===== src/rtl/fan_ctrl_pkg.sv =====
// Shared types and default parameters for the fan ramp controller.
// FAN_KICK_EN adds the KICK state and its default duration.
package fan_ctrl_pkg;

  localparam int SPEED_W       = 12;
  localparam int RAMP_DIV_DEF  = 2500;
  localparam int STEP_DEF      = 4;
  localparam int SPEED_MAX_DEF = 100;
`ifdef FAN_KICK_EN
  localparam int KICK_CYCLES_DEF = 250000;
`endif

  typedef enum logic [1:0] {
    ST_IDLE = 2'd0,
    ST_RAMP = 2'd1
`ifdef FAN_KICK_EN
    ,
    ST_KICK = 2'd2
`endif
  } fan_state_e;

endpackage


===== src/rtl/ramp_tick_gen.sv =====
// Step divider: counts 0..RAMP_DIV-1 and pulses tick on the last count.
// clear holds the count at 0 and suppresses tick.
module ramp_tick_gen
  import fan_ctrl_pkg::*;
#(
  parameter int RAMP_DIV = RAMP_DIV_DEF
) (
  input  logic clk,
  input  logic rstn,
  input  logic clear,
  output logic tick
);

  localparam logic [15:0] LAST = 16'(RAMP_DIV - 1);

  logic [15:0] cnt;

  always_ff @(posedge clk or negedge rstn) begin
    if (!rstn) begin
      cnt <= '0;
    end else if (clear || (cnt == LAST)) begin
      cnt <= '0;
    end else begin
      cnt <= cnt + 16'd1;
    end
  end

  assign tick = !clear && (cnt == LAST);

endmodule


===== src/rtl/fan_ramp_ctrl.sv =====
// Fan speed ramp controller: moves speed toward a requested target in STEP
// increments every RAMP_DIV clocks. FAN_KICK_EN adds a full-speed kick start.
module fan_ramp_ctrl
  import fan_ctrl_pkg::*;
#(
  parameter int RAMP_DIV  = RAMP_DIV_DEF,
  parameter int STEP      = STEP_DEF,
  parameter int SPEED_MAX = SPEED_MAX_DEF
`ifdef FAN_KICK_EN
  ,
  parameter int KICK_CYCLES = KICK_CYCLES_DEF
`endif
) (
  input  logic               clk,
  input  logic               rstn,
  input  logic               req_valid,
  input  logic [SPEED_W-1:0] req_speed,
  output logic               req_ready,
  output logic [SPEED_W-1:0] speed,
  output logic               busy,
  output logic               at_target,
  output fan_state_e         state_dbg
);

  // Handshake: a request is taken on any rising edge where req_valid and
  // req_ready are both high; req_speed is only meaningful while req_valid is.

  localparam logic [SPEED_W-1:0] SMAX   = SPEED_W'(SPEED_MAX);
  localparam logic [SPEED_W-1:0] STEP_C = SPEED_W'(STEP);

  fan_state_e         state_q, state_d;
  logic [SPEED_W-1:0] speed_q, speed_d;
  logic [SPEED_W-1:0] target_q, target_d;
  logic [SPEED_W-1:0] req_clamped;
  logic [SPEED_W-1:0] step_val;
  logic               accept;
  logic               tick_clear;
  logic               step;

`ifdef FAN_KICK_EN
  localparam int          KW        = (KICK_CYCLES > 1) ? $clog2(KICK_CYCLES) : 1;
  localparam logic [KW-1:0] KICK_LAST = KW'(KICK_CYCLES - 1);
  logic [KW-1:0] kick_q, kick_d;
`endif

  assign accept      = req_valid && req_ready;
  assign req_clamped = (req_speed > SMAX) ? SMAX : req_speed;

  // A new request restarts the divider so the first step is a full period away.
  assign tick_clear = accept || (state_q != ST_RAMP);

  ramp_tick_gen #(
    .RAMP_DIV(RAMP_DIV)
  ) u_tick (
    .clk  (clk),
    .rstn (rstn),
    .clear(tick_clear),
    .tick (step)
  );

  // Differences are compared before stepping so the result cannot overshoot or wrap.
  always_comb begin
    step_val = speed_q;
    if (speed_q < target_q) begin
      step_val = ((target_q - speed_q) <= STEP_C) ? target_q : speed_q + STEP_C;
    end else if (speed_q > target_q) begin
      step_val = ((speed_q - target_q) <= STEP_C) ? target_q : speed_q - STEP_C;
    end
  end

  always_comb begin
    state_d  = state_q;
    speed_d  = speed_q;
    target_d = target_q;
`ifdef FAN_KICK_EN
    kick_d   = kick_q;
`endif
    case (state_q)
      ST_IDLE, ST_RAMP: begin
        if (accept) begin
          target_d = req_clamped;
`ifdef FAN_KICK_EN
          if ((speed_q == '0) && (req_clamped != '0)) begin
            state_d = ST_KICK;
            speed_d = SMAX;
            kick_d  = '0;
          end else
`endif
          begin
            state_d = (req_clamped == speed_q) ? ST_IDLE : ST_RAMP;
          end
        end else if (state_q == ST_RAMP) begin
          if (speed_q == target_q) begin
            state_d = ST_IDLE;
          end else if (step) begin
            speed_d = step_val;
          end
        end
      end
`ifdef FAN_KICK_EN
      ST_KICK: begin
        if (kick_q == KICK_LAST) begin
          state_d = ST_IDLE;
          speed_d = target_q;
          kick_d  = '0;
        end else begin
          kick_d = kick_q + KW'(1);
        end
      end
`endif
      default: state_d = ST_IDLE;
    endcase
  end

  always_ff @(posedge clk or negedge rstn) begin
    if (!rstn) begin
      state_q  <= ST_IDLE;
      speed_q  <= '0;
      target_q <= '0;
`ifdef FAN_KICK_EN
      kick_q   <= '0;
`endif
    end else begin
      state_q  <= state_d;
      speed_q  <= speed_d;
      target_q <= target_d;
`ifdef FAN_KICK_EN
      kick_q   <= kick_d;
`endif
    end
  end

`ifdef FAN_KICK_EN
  assign req_ready = (state_q != ST_KICK);
`else
  assign req_ready = 1'b1;
`endif
  assign speed     = speed_q;
  assign busy      = (state_q != ST_IDLE);
  assign at_target = (state_q == ST_IDLE) && (speed_q == target_q);
  assign state_dbg = state_q;

endmodule


===== config.mk =====
export PLATFORM = sky130hd
export DESIGN_NAME = fan_ramp_ctrl
export DESIGN_NICKNAME = d
export VERILOG_FILES = /design/src/rtl/fan_ctrl_pkg.sv /design/src/rtl/ramp_tick_gen.sv /design/src/rtl/fan_ramp_ctrl.sv
export SDC_FILE = /design/constraint.sdc
export NUM_CORES = 1
export LEC_CHECK = 0
export CORE_ASPECT_RATIO = 1.2
export CORE_MARGIN = 1
export CORE_UTILIZATION = 45
export DETAILED_ROUTE_END_ITERATION = 8
export GPL_TIMING_DRIVEN = 1
export PLACE_DENSITY = 0.67
export SLEW_MARGIN = 0
export SYNTH_ARGS = -nofsm -noshare
export SYNTH_HDL_FRONTEND = slang
export SYNTH_SLANG_ARGS = --single-unit

===== constraint.sdc =====
create_clock -name clk -period 3.49 [get_ports clk]
set_input_delay 0.698 -clock clk [delete_from_list [all_inputs] [get_ports clk]]
set_output_delay 0.698 -clock clk [all_outputs]
set_load 0.02 [all_outputs]

==> metrics.md <==
| Metric | Value |
|---|---|
| Fill cell count | `727` |
| Post-synthesis sequential area ratio | `0.278` |
| VDD IR-drop max | `317 uV` |
| Die X | `84.7 um` |
| Commonest non-fill, non-tap cell in the layout | `nor2_1` |
| Fin Setup TNS | `0 ns` |
| Post-Syn Nets | `503` |
| Largest net degree at the start of global routing | `42` |
| DRC violations left | `0` |
| First-pass GRT wire length | `16900 um` |
| EDFF count, synth | `0` |
| CP cell instances | `inv_1, ha_1, nor2b_4, or2_1, a2111oi_1, o2111ai_1, or4_4, o21ai_4, buf_4, o21ai_0, a221o_1` |
| Post-synthesis mux area share | `0.0109` |
| GR peak layer | `met2` |
| Endpoints failing hold | `0` |
| Startpoint types | `register` |
| Overflow after GRT | `0` |
| Critical-path maximum fanout | `6` |
| Simple-gate share of the synthesized area | `0.251` |
| RSZ-0062 raised after global routing | `no` |
| Die area | `8570 um2` |
| Fin. max-slew vios | `0` |
| GR Util met2 | `0.452` |
| Seq cells post-synth | `41` |
| M3 GR Usage | `0.0212` |
| XOR/XNOR share of the synthesized area | `0.0451` |
| Achievable Freq | `0.306 GHz` |
| Met1 usage | `0.307` |
| Post-synth design cell area | `3690 um2` |
| Num Clock Sinks | `41` |
| Outcome | `finished clean` |
| Ys async rst share | `1.00` |
| Final setup vio count | `0` |
| Initial antenna violation count | `0` |
| Synth area leaders | `dfrtp_1 (28%), ha_1 (8.8%), nor2_1 (5.4%), o21ai_0 (4.3%), inv_1 (3.8%)` |
| Synth area leader | `dfrtp_1` |
| Crit path largest cell delay | `0.48 ns` |
| Fin crit share | `0.935` |
| WL final | `10100 um` |
| Placer Congestion | `0.917` |
| Slowest-stage cell, CP | `or4_4` |
| CTS tree | `built` |
| Leading cell types in the layout, fill and taps excluded | `nor2_1 (53), dfrtp_1 (41), inv_1 (37)` |
| Iter 0 DRT Violations | `196` |
| Root Buffer | `clkbuf_8` |
| Chip height | `101 um` |
| DR vias/cell | `6.14` |
| Mean post-synth cell area | `7.99 um2` |
| Synth cell types | `65` |
| Drt pass-1 iters | `5` |
| Final Skew | `0.00835 ns` |
| Avg WL per Cell | `17.1 um` |
| Worst slew pin tran | `0.907 ns` |
| CTS buffer count | `5` |
| # diodes | `0` |
| Number of port buffers | `29` |
| Critical Path RT | `3.66 ns` |
| Slew HR | `0.395` |
| Routed Antenna Nets | `0` |
| H-tree levels | `2` |
| Post-synthesis cell count | `462` |
| Pwr per Cell Area | `209 nW/um2` |
| Layout cells sized above 1 | `0.102` |
| Total Power | `0.890 mW` |
| Starting Density | `0.473` |
| Area Overhead vs Synth | `15.3%` |
| Clock Tree Buf Depth | `2` |
| Critical path class | `register to register` |
| Total GRT Usage | `0.248` |
| Vias in the first global route | `3514` |
| Nets@finish | `539` |
| Largest family of logic cells by synthesized area | `compound AO/OA/AOI/OAI gates` |
| Pleak | `1.84 nW` |
| Clk_lat worst skew | `0.29 ns` |
| Post-Synth Adder-Cell Area | `0.0882` |
| Hpwl dp | `7890 um` |
| HP Class | `register to register` |
| CTS clock-pin slew for the worst setup and hold paths | `0.07 ns` |
| Num rows | `35` |
| Core Area | `7790 um2` |
| Synth Area in Compound Gates | `0.258` |
| CP Capture Type | `register` |
| I/O pins | `32` |
| Via count | `3622` |
| Post-synth top area share | `0.278` |
| Crit path time final | `3.26 ns` |
| Synth warn | `0` |
| Max-cap viol count | `0` |
| Critical Path AT | `3.43 ns` |
| Main synth FF type | `dfrtp_1` |
metrics by stage:
stage	worst slack (ns)	hold slack [ns]	instance area, um2	utilization	std cells
finish	0.227	0.494	4250	0.546	590
floorplan	0.00328	0.402	3690	-	462
detailed placement	0.166	0.481	4130	0.530	581
CTS	0.0993	0.490	4210	0.541	588
global placement	0.173	0.468	4130	0.530	581
global route	0.0160	0.514	4250	0.546	590
timing repair:
action / in CTS / in global routing
resized for setup: 0 / 8
endpoints found under the setup margin: 0 / 12
setup buffers: 0 / 2
hold buffers: 0 / 0
endpoints found under the hold margin: 0 / 0
cell type report:
class	instances	area [um2]	share of cell area
multi-input cells	363	2440	0.574
flip-flops and latches	41	1030	0.241
repair buffers	50	445	0.105
inverters	37	139	0.0326
well taps	92	115	0.0271
clock buffers	7	86.3	0.0203
registers in the layout, indices dropped and copies added (netlist names):
| name | cells |
|---|---|
| u_tick.cnt | 16 |
| speed | 12 |
| target_q | 12 |
| state_dbg | 1 |
cells by family after synthesis:
| kind of cell | count (synthesis) |
|---|---|
| adder cells (fa/ha/maj) | 26 |
| other | 2 |
| AO/OA/AOI/OAI | 132 |
| flip-flops | 41 |
| XOR/XNOR | 19 |
| buffers and inverters | 58 |
| multiplexers | 4 |
| AND/OR/NAND/NOR | 180 |
synthesized netlist by cell type, types with 3 or more instances:
cell,instances
ha_1,26
and4_1,4
dfrtp_1,41
nor2b_1,7
nand2_1,24
xor2_1,10
or3_1,8
xnor2_1,9
a21oi_1,24
a211oi_1,5
and3_1,14
nor2_1,53
buf_4,4
nor3_1,12
mux2i_1,4
o21ai_0,32
a32oi_1,3
a21o_1,6
nand4_1,7
inv_1,37
a221oi_2,3
o21bai_1,3
buf_2,3
clkbuf_1,13
o21a_1,7
nand2b_1,4
nand3b_1,3
o22ai_1,7
nor4b_1,3
o211ai_1,6
nor4_1,4
nand3_1,27
a31oi_1,4
worst paths after layout:
kind / to / from / depth (start not counted) / slack (ns)
worst max-delay path: speed[4]$_DFFE_PN0P_ / speed[1]$_DFFE_PN0P_ / 11 / 0.23
worst min-delay path: u_tick.cnt[0]$_DFF_PN0_ / u_tick.cnt[0]$_DFF_PN0_ / 1 / 0.49
worst max register to register: speed[4]$_DFFE_PN0P_ / speed[1]$_DFFE_PN0P_ / 11 / 0.23
worst min register to register: u_tick.cnt[0]$_DFF_PN0_ / u_tick.cnt[0]$_DFF_PN0_ / 1 / 0.49
max in group asynchronous: u_tick.cnt[7]$_DFF_PN0_ / rstn / 1 / 2.39
min in group asynchronous: speed[0]$_DFFE_PN0P_ / rstn / 1 / 0.54
worst max-delay path: cells and delay by family (launching register included):
family                     cells  cell delay [ns]
AOI/OAI and AO/OA              5             1.20
and+or+nand+nor                3             0.93
DFF                            1             0.40
buffers and inverters          2             0.31
adders and majority gates      1             0.30
report_power, final:
part	leakage [nW]	internal [mW]	switching (mW)
registers	0.512	0.480	0.00504
logic	1.29	0.0404	0.0583
clock network	0.0443	0.157	0.149
total	1.84	0.677	0.213
per-layer routing:
metal / routed length [um] / vias to the layer above
met3: 389 / 22
met1: 4390 / 1731
met2: 5040 / 115
met5: 0 / -
li1: - / 1754
met4: 283 / 0
Note: power is estimated with default switching activity, not from simulation.
